File: config.mk
export PLATFORM = sky130hd
export DESIGN_NAME = run_before_encoder_flat
export DESIGN_NICKNAME = d
export VERILOG_FILES = /design/src/rtl/run_before_encoder_pkg.sv /design/src/rtl/run_before_encoder_if.sv /design/src/rtl/run_before_encoder_vlc_lut.sv /design/src/rtl/run_before_encoder.sv /design/src/flat_wrapper.sv
export SDC_FILE = /design/constraint.sdc
export NUM_CORES = 1
export LEC_CHECK = 0
export CAP_MARGIN = 40
export CORE_ASPECT_RATIO = 1.5
export CORE_MARGIN = 10
export CORE_UTILIZATION = 54
export DETAILED_ROUTE_END_ITERATION = 10
export PLACE_DENSITY_LB_ADDON = 0.15
export SETUP_SLACK_MARGIN = 0.05
export SYNTH_ARGS = -nofsm -noshare
export SYNTH_HDL_FRONTEND = slang
export SYNTH_SLANG_ARGS = --single-unit
File: constraint.sdc
create_clock -name clk -period 6.2 [get_ports clk]
set_input_delay 1.24 -clock clk [delete_from_list [all_inputs] [get_ports clk]]
set_output_delay 1.24 -clock clk [all_outputs]
set_load 0.01 [all_outputs]
File: src/rtl/run_before_encoder_pkg.sv
// run_before_encoder_pkg: shared types/constants for the CAVLC run_before encoder (FSM states, codeword struct, run list)
package run_before_encoder_pkg;
  localparam int LIST_DEPTH = 16;
  localparam int RB_MAX_LEN = 11;
  typedef enum logic [1:0] {IDLE, LOAD, EMIT, DONE} rbenc_state_e;
  typedef struct packed {
    logic [RB_MAX_LEN-1:0] code;
    logic [3:0]            len;
  } rb_vlc_t;
  typedef logic [LIST_DEPTH-1:0][4:0] rb_list_t;
endpackage

File: src/rtl/run_before_encoder_if.sv
// run_before_encoder_if: codeword stream (valid/ready, right-aligned code, length); master = encoder, slave = packer
interface run_before_encoder_if;
  import run_before_encoder_pkg::*;
  logic                  rb_valid;
  logic                  rb_ready;
  logic [RB_MAX_LEN-1:0] rb_code;
  logic [3:0]            rb_len;
  modport master (output rb_valid, rb_code, rb_len, input rb_ready);
  modport slave  (input rb_valid, rb_code, rb_len, output rb_ready);
endinterface

File: src/rtl/run_before_encoder_vlc_lut.sv
// run_before_vlc_lut: run_before VLC table; in run_i/zl_i, out vlc_o {code,len}, ok_o (0 when run>zerosLeft or zl=0)
module run_before_vlc_lut
  import run_before_encoder_pkg::*;
(
  input  logic [4:0] run_i,
  input  logic [3:0] zl_i,
  output rb_vlc_t    vlc_o,
  output logic       ok_o
);
  logic [3:0] r;
  assign r = run_i[3:0];
  assign ok_o = (zl_i != 4'd0) && (run_i <= {1'b0, zl_i}) && (run_i <= 5'd14);
  always_comb begin
    vlc_o = '0;
    if (zl_i == 4'd1) begin
      vlc_o.code = 11'(r == 4'd0);
      vlc_o.len  = 4'd1;
    end else if (zl_i == 4'd2) begin
      vlc_o.code = 11'(r < 4'd2);
      vlc_o.len  = r == 4'd0 ? 4'd1 : 4'd2;
    end else if (zl_i == 4'd3) begin
      vlc_o.code = 11'(4'd3 - r);
      vlc_o.len  = 4'd2;
    end else if (zl_i == 4'd4) begin
      vlc_o.code = r < 4'd3 ? 11'(4'd3 - r) : 11'(4'd4 - r);
      vlc_o.len  = r < 4'd3 ? 4'd2 : 4'd3;
    end else if (zl_i == 4'd5) begin
      vlc_o.code = r < 4'd2 ? 11'(4'd3 - r) : 11'(4'd5 - r);
      vlc_o.len  = r < 4'd2 ? 4'd2 : 4'd3;
    end else if (zl_i == 4'd6) begin
      vlc_o.code = r == 4'd0 ? 11'd3 : 11'((r - 4'd1) ^ 4'(r > 4'd2));
      vlc_o.len  = r == 4'd0 ? 4'd2 : 4'd3;
    end else begin
      vlc_o.code = r < 4'd7 ? 11'(4'd7 - r) : 11'd1;
      vlc_o.len  = r < 4'd7 ? 4'd3 : r - 4'd3;
    end
  end
endmodule

File: src/rtl/run_before_encoder.sv
// run_before_encoder: latches a block's run list, walks it while zerosLeft>0 and streams one run_before codeword per entry; ports clk/rst/h264_reset, start_i/ready_o, total_zeros_i, rb_cnt_i, rb_list_i, rb (codeword stream master), done_o, err_o
module run_before_encoder
  import run_before_encoder_pkg::*;
(
  input  logic       clk,
  input  logic       rst,
  input  logic       h264_reset,
  input  logic       start_i,
  output logic       ready_o,
  input  logic [3:0] total_zeros_i,
  input  logic [4:0] rb_cnt_i,
  input  rb_list_t   rb_list_i,
  run_before_encoder_if.master rb,
  output logic       done_o,
  output logic       err_o
);
  rbenc_state_e state_q, state_d;
  rb_list_t     list_q;
  logic [4:0]   cnt_q, idx_q, idx_d, idx_n;
  logic [3:0]   zl_q, zl_d, zl_n;
  rb_vlc_t      vlc_q, vlc_d, lut_vlc;
  logic         err_q, err_d, load, lut_ok;
  logic [4:0]   lut_run;
  logic [3:0]   lut_zl;
  assign ready_o     = state_q == IDLE;
  assign done_o      = state_q == DONE;
  assign err_o       = err_q;
  assign rb.rb_valid = state_q == EMIT;
  assign rb.rb_code  = vlc_q.code;
  assign rb.rb_len   = vlc_q.len;
  // the error check on every entry precedes this subtract, so zl never wraps
  assign idx_n   = idx_q + 5'd1;
  assign zl_n    = zl_q - 4'(list_q[idx_q[3:0]]);
  assign lut_run = state_q == LOAD ? list_q[0] : list_q[idx_n[3:0]];
  assign lut_zl  = state_q == LOAD ? zl_q : zl_n;
  run_before_vlc_lut u_lut (.run_i(lut_run), .zl_i(lut_zl), .vlc_o(lut_vlc), .ok_o(lut_ok));
  always_comb begin
    state_d = state_q;
    vlc_d   = vlc_q;
    zl_d    = zl_q;
    idx_d   = idx_q;
    err_d   = err_q;
    load    = 1'b0;
    unique case (state_q)
      IDLE: if (start_i) begin
        state_d = LOAD;
        zl_d    = total_zeros_i;
        idx_d   = '0;
        err_d   = 1'b0;
        load    = 1'b1;
      end
      LOAD: begin
        state_d = (zl_q == 4'd0 || cnt_q == 5'd0 || !lut_ok) ? DONE : EMIT;
        err_d   = zl_q != 4'd0 && cnt_q != 5'd0 && !lut_ok;
        vlc_d   = lut_vlc;
      end
      EMIT: if (rb.rb_ready) begin
        zl_d    = zl_n;
        idx_d   = idx_n;
        state_d = (idx_n == cnt_q || zl_n == 4'd0 || !lut_ok) ? DONE : EMIT;
        err_d   = idx_n != cnt_q && zl_n != 4'd0 && !lut_ok;
        vlc_d   = lut_vlc;
      end
      DONE: state_d = IDLE;
    endcase
  end
  always_ff @(posedge clk) begin
    if (rst || h264_reset) begin
      state_q <= IDLE;
      list_q  <= '0;
      cnt_q   <= '0;
      zl_q    <= '0;
      idx_q   <= '0;
      vlc_q   <= '0;
      err_q   <= 1'b0;
    end else begin
      state_q <= state_d;
      zl_q    <= zl_d;
      idx_q   <= idx_d;
      vlc_q   <= vlc_d;
      err_q   <= err_d;
      if (load) begin
        list_q <= rb_list_i;
        cnt_q  <= rb_cnt_i;
      end
    end
  end
endmodule

File: src/flat_wrapper.sv
// flat-port wrapper written by rule: the top's interface ports become plain ports
module run_before_encoder_flat import run_before_encoder_pkg::*;
  (clk, rst, h264_reset, start_i, ready_o, total_zeros_i, rb_cnt_i, rb_list_i, done_o, err_o, rb_rb_valid, rb_rb_code, rb_rb_len, rb_rb_ready);
  run_before_encoder_if rb_i ();
  input  logic clk;
  input  logic rst;
  input  logic h264_reset;
  input  logic start_i;
  output logic ready_o;
  input  logic [3:0] total_zeros_i;
  input  logic [4:0] rb_cnt_i;
  input  rb_list_t rb_list_i;
  output logic done_o;
  output logic err_o;
  output wire logic [$bits(rb_i.rb_valid)-1:0] rb_rb_valid;
  output wire logic [$bits(rb_i.rb_code)-1:0] rb_rb_code;
  output wire logic [$bits(rb_i.rb_len)-1:0] rb_rb_len;
  input wire logic [$bits(rb_i.rb_ready)-1:0] rb_rb_ready;
  assign rb_rb_valid = rb_i.rb_valid;
  assign rb_rb_code = rb_i.rb_code;
  assign rb_rb_len = rb_i.rb_len;
  assign rb_i.rb_ready = rb_rb_ready;
  run_before_encoder u_core (.clk(clk), .rst(rst), .h264_reset(h264_reset), .start_i(start_i), .ready_o(ready_o), .total_zeros_i(total_zeros_i), .rb_cnt_i(rb_cnt_i), .rb_list_i(rb_list_i), .rb(rb_i), .done_o(done_o), .err_o(err_o));
endmodule
Yosys cells after proc, flatten, opt, wreduce, memory -nomap -nowiden
Cells that the tools add are included.
W data, S select, Z words.
{"block": "totals", "register_bits": 112, "latchBits": 0, "ramBits": 0, "rom_bits": 0, "input_bits": 94, "out_inout_bits": 19, "word_cells": 120, "memories": 0}
{"block": "op_classes", "n_addsub": 8, "multipliers": 0, "div": 0, "order_cmp": 8, "n_eq_ne": 13, "n_shift": 0, "muxes": 39, "bitwise": 1, "reduce_logical": 28}
{"cell": "$mux W15", "n": 7}
{"cell": "$mux W11", "n": 4}
{"cell": "$bmux W5 S4", "n": 2}
{"cell": "$pmux W15 S2", "n": 1}
{"cell": "$mux W4", "n": 5}
{"cell": "$mux W5", "n": 4}
{"cell": "$sub A3 B4 Y5 const A", "n": 3}
{"cell": "$eq A4 B3 Y1 const B", "n": 3}
{"cell": "$logic_not A4 Y1", "n": 3}
{"cell": "$reduce_bool A4 Y1", "n": 3}
{"cell": "$xor A11 B1 Y11", "n": 1}
{"cell": "$lt A4 B5 Y1 const B", "n": 2}
{"cell": "$pmux W5 S2", "n": 1}
{"cell": "$mux W1", "n": 9}
{"cell": "$eq A4 B2 Y1 const B", "n": 2}
{"cell": "$lt A4 B2 Y1 const B", "n": 2}
{"cell": "$pmux W2 S4", "n": 1}
{"cell": "$pmux W4 S2", "n": 1}
{"cell": "$logic_and A1 B1 Y1", "n": 6}
{"cell": "$mux W2", "n": 3}
{"cell": "$reduce_and A3 Y1", "n": 2}
{"cell": "$add A5 B1 Y5 const B", "n": 1}
{"cell": "$eq A5 B5 Y1", "n": 1}
{"cell": "$le A5 B4 Y1", "n": 1}
{"cell": "other kinds (22)", "n": 29}

Logic depth before layout (Yosys ltp)
{"block": "logic_depth", "word_depth": 15, "ltp_mapped": 21, "depth_no_buf": 17}

Cells and area by module
A second synthesis with hierarchy kept.
{"block": "unflattened", "cells_unflattened": 771, "area_unflattened_um2": 6371.1}
{"mod": "run_before_encoder", "instances": 1, "cells_each": 628, "area_each_um2": 5484.0, "seq_area_each_um2": 2242.2}
{"mod": "run_before_vlc_lut", "instances": 1, "cells_each": 143, "area_each_um2": 887.1, "seq_area_each_um2": 0.0}

Worst setup path before layout
Ideal clock, no wire load.
{"block": "synth_path", "kind": "register -> register", "start": "register u_core.idx_q[0]", "end": "register u_core.err_q, in the netlist u_core.err_o", "setup_ps": 71, "t_arrival_ps": 5338, "required_time_ps": 6129, "setup_slack_ps": 791, "stages_incl_launch_ff": 22, "n_path_buf": 4, "period_less_slack_ps": 5409, "cell_sequence": "dfxtp_1 -> buf_2 -> buf_2 -> buf_1 -> buf_1 -> mux4_2 -> mux4_2 -> inv_1 -> ha_1 -> nor2b_1 -> o21a_1 -> o2111a_1 -> or2_2 -> o21ai_1 -> nand2_1 -> ha_1 -> a21oi_1 -> a41o_1 -> nand3_1 -> a31oi_1 -> or4_1 -> a21oi_1"}
{"block": "synth_between", "elab_chain_cells": 11, "word_cells_on_any_way": 21, "classes_between": "add/sub: 2; order compare: 2; eq/ne: 1; mux: 8; reduce/logical: 8"}
{"element": "start, declared", "line_no": "run_before_encoder.sv:19", "source": "logic [4:0] cnt_q, idx_q, idx_d, idx_n;"}
{"element": "start signal, assigned", "line_no": "run_before_encoder.sv:79", "source": "idx_q <= idx_d;"}
{"element": "$add A5 B1 Y5 or $bmux W5 S4 (tied branches)", "line_no": "run_before_encoder.sv:32, run_before_encoder.sv:33"}
{"element": "$bmux W5 S4 or $mux W4 (tied branches)", "line_no": "run_before_encoder.sv:34, run_before_encoder.sv:33"}
{"element": "$mux W5 (implied by the code) or $sub A4 B4 Y4 (tied branches)", "line_no": "run_before_encoder.sv:34, run_before_encoder.sv:33"}
{"element": "$mux W5 or $mux W4 (tied branches)", "line_no": "run_before_encoder.sv:34, run_before_encoder.sv:35"}
{"element": "$le A5 B4 Y1 or $reduce_bool A4 Y1 (tied branches)", "line_no": "run_before_encoder_vlc_lut.sv:12", "source": "assign ok_o = (zl_i != 4'd0) && (run_i <= {1'b0, zl_i}) && (run_i <= 5'd14);"}
{"element": "$logic_and A1 B1 Y1 (2 in series)", "line_no": "run_before_encoder_vlc_lut.sv:12"}
{"element": "$logic_not A1 Y1", "line_no": "run_before_encoder.sv:54, run_before_encoder.sv:61"}
{"element": "$logic_and A1 B1 Y1", "line_no": "run_before_encoder.sv:61", "source": "err_d = idx_n != cnt_q && zl_n != 4'd0 && !lut_ok;"}
{"element": "$mux W1", "line_no": "run_before_encoder.sv:57", "source": "EMIT: if (rb.rb_ready) begin"}
{"element": "$pmux W1 S3 (*)", "line_no": "run_before_encoder.sv:44", "source": "unique case (state_q)"}
{"element": "end signal, assigned", "line_no": "run_before_encoder.sv:81", "source": "err_q <= err_d;"}
{"element": "end, declared", "line_no": "run_before_encoder.sv:22", "source": "logic err_q, err_d, load, lut_ok;"}
Every way passes the cells marked *; elsewhere a longest branch is shown, timed or not. The select of a mux whose other input is x is not followed.
A chain may end at the register's enable or synchronous reset.

Final worst setup path
{"block": "layout_path", "start": "register u_core.idx_q[1]", "end": "register u_core.vlc_q, in the netlist u_core.rb.rb_code[2]"}
{"block": "layout_between", "elab_chain_cells": 15, "word_cells_on_any_way": 36, "classes_between": "add/sub: 7; order compare: 3; eq/ne: 6; mux: 18; bitwise: 1; reduce/logical: 1"}
{"element": "$add A5 B1 Y5", "line_no": "run_before_encoder.sv:32", "source": "assign idx_n = idx_q + 5'd1;"}
{"element": "$bmux W5 S4", "line_no": "run_before_encoder.sv:34", "source": "assign lut_run = state_q == LOAD ? list_q[0] : list_q[idx_n[3:0]];"}
{"element": "$mux W5 (implied by the code)", "line_no": "run_before_encoder.sv:34"}
{"element": "$mux W5", "line_no": "run_before_encoder.sv:34"}
{"element": "$sub A4 B1 Y5", "line_no": "run_before_encoder_vlc_lut.sv:31", "source": "vlc_o.code = r == 4'd0 ? 11'd3 : 11'((r - 4'd1) ^ 4'(r > 4'd2));"}
{"element": "$xor A11 B1 Y11", "line_no": "run_before_encoder_vlc_lut.sv:31"}
{"element": "$mux W11", "line_no": "run_before_encoder_vlc_lut.sv:31"}
{"element": "$mux W15", "line_no": "run_before_encoder_vlc_lut.sv:30", "source": "end else if (zl_i == 4'd6) begin"}
{"element": "$mux W15", "line_no": "run_before_encoder_vlc_lut.sv:27", "source": "end else if (zl_i == 4'd5) begin"}
{"element": "$mux W15", "line_no": "run_before_encoder_vlc_lut.sv:24", "source": "end else if (zl_i == 4'd4) begin"}
{"element": "$mux W15", "line_no": "run_before_encoder_vlc_lut.sv:21", "source": "end else if (zl_i == 4'd3) begin"}
{"element": "$mux W15", "line_no": "run_before_encoder_vlc_lut.sv:18", "source": "end else if (zl_i == 4'd2) begin"}
{"element": "$mux W15 (*)", "line_no": "run_before_encoder_vlc_lut.sv:15", "source": "if (zl_i == 4'd1) begin"}
{"element": "$mux W15", "line_no": "run_before_encoder.sv:57"}
{"element": "$pmux W15 S2 (*)", "line_no": "run_before_encoder.sv:44"}
{"element": "end signal, assigned", "line_no": "run_before_encoder.sv:80", "source": "vlc_q <= vlc_d;"}
{"element": "end, declared", "line_no": "run_before_encoder.sv:21", "source": "rb_vlc_t vlc_q, vlc_d, lut_vlc;"}
Marks and branches as above.

==> results.txt <==
Std-Cell Rows: 48
chip height: 154 µm
H-tree depth: 3
CP Data Required Time: 6.45 ns
vias in the first global route: 6036
Crit Path Class: reg -> reg
CTS Hold Bufs: 0
Final Hold Viols: 0
HP Class: reg -> reg
initial antenna violation count: 0
Placed Area: 0.00759 mm²
Max Cap Viol: 0
Final ANT Viol Nets: 0
DRT Wirelength: 19200 µm
Mapped Cells: 769
Post-DP HPWL: 14600 µm
max-slew violation count: 0
Pwr per Cell Area: 204 mW/mm²
leading area contributor after synthesis: dfxtp_1
Total Routing Usage GR: 22.9%
fin area: 0.00787 mm²
DRC Markers: 0
crit path launch type: flop
nets@finish: 967
Setup Skew: 0.0111 ns
RR Endpoint: u_core.rb.rb_code[2]$_SDFFE_PP0P_
placer congestion estimate: 0.923
first-pass iteration count of the detailed router: 5
run status: complete, no violations
P_leak: 0.00281 µW
area of the core: 0.0116 mm²
Seq pwr share: 45.0%
Diodes inserted: 0
syn_area_per_cell: 8.36 µm²
Clock Pin Slew Worst Setup and Hold Paths: 0.08 ns
worst skew pair latency: 0.35 ns
setup slack, reg-to-reg: 1.04 ns
reg2reg start: u_core.idx_q[1]$_SDFFE_PP0P_
first-pass GRT wire length: 31100 µm
Starting Density: 55.5%
power share of the clock group: 34.0%
Hold Path Depth: 2
Tcrit/Tclk final: 83.3%
die width: 109 µm
Via-to-Cell Ratio: 6.01
share of cells above drive strength 1: 9.64%
Setup TNS Final: 0 ns
die area: 0.0168 mm²
fin crit period: 5.16 ns
Synth cell types: 67
unrepaired setup endpoints after global routing: false
Setup-failing EPs final: 0
Fmax: 194 MHz
dominant cells by area after synthesis: dfxtp_1 (33%), mux4_2 (12%), nand2_1 (12%)
total CTS buffers: 9
gr ovfl total: 0
Area Growth Syn to Fin: 22.3%
CP Capture Type: flop
number of post-CTS setup repair buffers: 0
Starting DRT DRC Count: 342
Root Buffer: clkbuf_16
crit path DAT: 5.42 ns
Max VDD drop: 0.158 mV
post-synthesis sequential area ratio: 33.0%
Synth top area share: 33.0%
Clock Tree Buf Depth: 2
Hold Startpoint: u_core.list_q[54]$_SDFFE_PP0P_
Post-Synthesis Cell Area: 0.00643 mm²
post-cts gate resize count: 0
actual slew at the worst max-slew pin: 0.844 ns
R2R cell count: 16
WL/cell: 19.2 µm
Post-synth EDFFs: 0
internal power: 1130 µW
DR vias: 6021
Hold EP: u_core.list_q[54]$_SDFFE_PP0P_
yosys warns: 0
combinational share of power: 20.9%
IO buf count: 112
ys flop type: dfxtp_1
clock sink total: 106
FF+latch count, synth: 106
CP Max Fanout: 19
FFs w/ async S/R, synth: 0%
largest net degree at the start of global routing: 86
io pins: 113
Net Switching: 478 µW
crit path from: u_core.idx_q[1]$_SDFFE_PP0P_
syn_nets: 889
Worst slew margin: 43.7%
CTS tree: built
Sw Share: 29.8%
-- how the worst max path moves through the flow --
stage,to,cells past startpoint
2_1_floorplan,u_core.err_o$_SDFFE_PP0P_,21
3_3_place_gp,u_core.rb.rb_code[2]$_SDFFE_PP0P_,16
3_5_place_dp,u_core.rb.rb_code[2]$_SDFFE_PP0P_,17
4_1_cts,u_core.rb.rb_code[2]$_SDFFE_PP0P_,17
5_1_grt,u_core.rb.rb_code[2]$_SDFFE_PP0P_,15
6_report,u_core.rb.rb_code[2]$_SDFFE_PP0P_,16
-- worst max-delay path: stages (launching register included) --
cell      delay [ns]
dfxtp_1         0.86
ha_1            0.45
xor2_4          0.52
mux4_2          0.60
and2_4          0.18
o41ai_4         0.33
buf_4           0.26
inv_2           0.11
ha_1            0.28
inv_1           0.12
o41ai_1         0.08
a211o_1         0.39
and2_1          0.19
o21ai_0         0.13
o2111a_1        0.21
a311oi_1        0.05
o41ai_1         0.30
-- layout make-up --
class | count | area [µm²]
flip-flops and latches | 106 | 2120
clock inverters | 5 | 46.3
multi-input cells | 584 | 3970
fillers | 952 | 3720
inverters | 23 | 86.3
well taps | 150 | 188
clock buffers | 10 | 229
repair buffers | 123 | 1220
-- registers in the layout, indices dropped and copies added, names as in the netlist --
| signal | count |
|---|---|
| u_core.state_q | 2 |
| u_core.zl_q | 4 |
| u_core.rb.rb_code | 5 |
| u_core.list_q | 80 |
| u_core.err_o | 1 |
| u_core.rb.rb_len | 4 |
| u_core.idx_q | 5 |
| u_core.cnt_q | 5 |
-- logic make-up after synthesis --
group,count (synthesis),synth area share [%]
buf+inv,79,5.35
mux,65,16.9
compound gates,185,18.0
simple gates,293,19.1
fa+ha+maj,26,5.18
flops,106,33.0
xor+xnor,15,2.45
-- Yosys cell counts, types with 6 or more instances --
cell type,count
xor2_1,6
clkbuf_1,29
inv_1,19
nor3_1,10
a21oi_1,105
xnor2_1,7
dfxtp_1,106
buf_4,8
nor2_1,37
nand3_1,14
ha_1,25
o21ai_0,13
buf_1,10
mux2i_1,24
mux4_2,34
nand2_1,198
nor2b_1,7
mux2_2,7
buf_2,8
-- stage by stage --
step | total power (µW) | utilization [%] | std cells | hold WS (ns) | worst slack (ns)
2_1_floorplan | 934 | - | 769 | 0.433 | 0.791
3_3_place_gp | 1060 | 65.3 | 985 | 0.444 | 1.25
3_5_place_dp | 1070 | 65.5 | 986 | 0.447 | 1.09
4_1_cts | 1610 | 67.9 | 1001 | 0.456 | 1.07
5_1_grt | 1670 | 67.9 | 1001 | 0.478 | 0.632
6_report | 1610 | 67.9 | 1001 | 0.456 | 1.04
-- routing by layer --
metal  global-route usage [%]  vias up  share of wire, %  wire, µm
met5                        0        -                 0         0
met4                     10.1        0               3.6       699
met3                     3.39       46               4.6       879
met2                     41.4      208                54     10300
met1                     25.3     2896                38      7330
li1                         -     2871                 -         -
-- power groups by stage --
stage                     Sequential (µW)  Combinational, µW  Clock, µW
after floorplan                       730                204          0
after global placement                737                324          0
after detailed placement              738                332          0
after CTS                             722                334        553
after global routing                  725                370        577
final                                 723                336        546
-- layout by cell type, fill, tap and decap left out, drive strengths merged, types with 3 or more instances in the layout --
cell type and count:
ha 25, buf 11, or2 4, nand3 14, a21o 5, clkbuf 10
and2 3, nand2b 3, nand2 198, nor3 10, o21ai 14, a211o 5
mux4 34, a211oi 5, nor4 3, a22oi 5, o41ai 4, a21oi 107
nor2 37, xor2 8, clkdlybuf4s50 112, nor2b 7, and3 4, o2111a 3
mux2i 24, inv 23, clkinv 5, o22ai 5, mux2 7, a2111oi 5
dfxtp 106, a31oi 5, xnor2 7
Power figures use the tool's default switching activity.
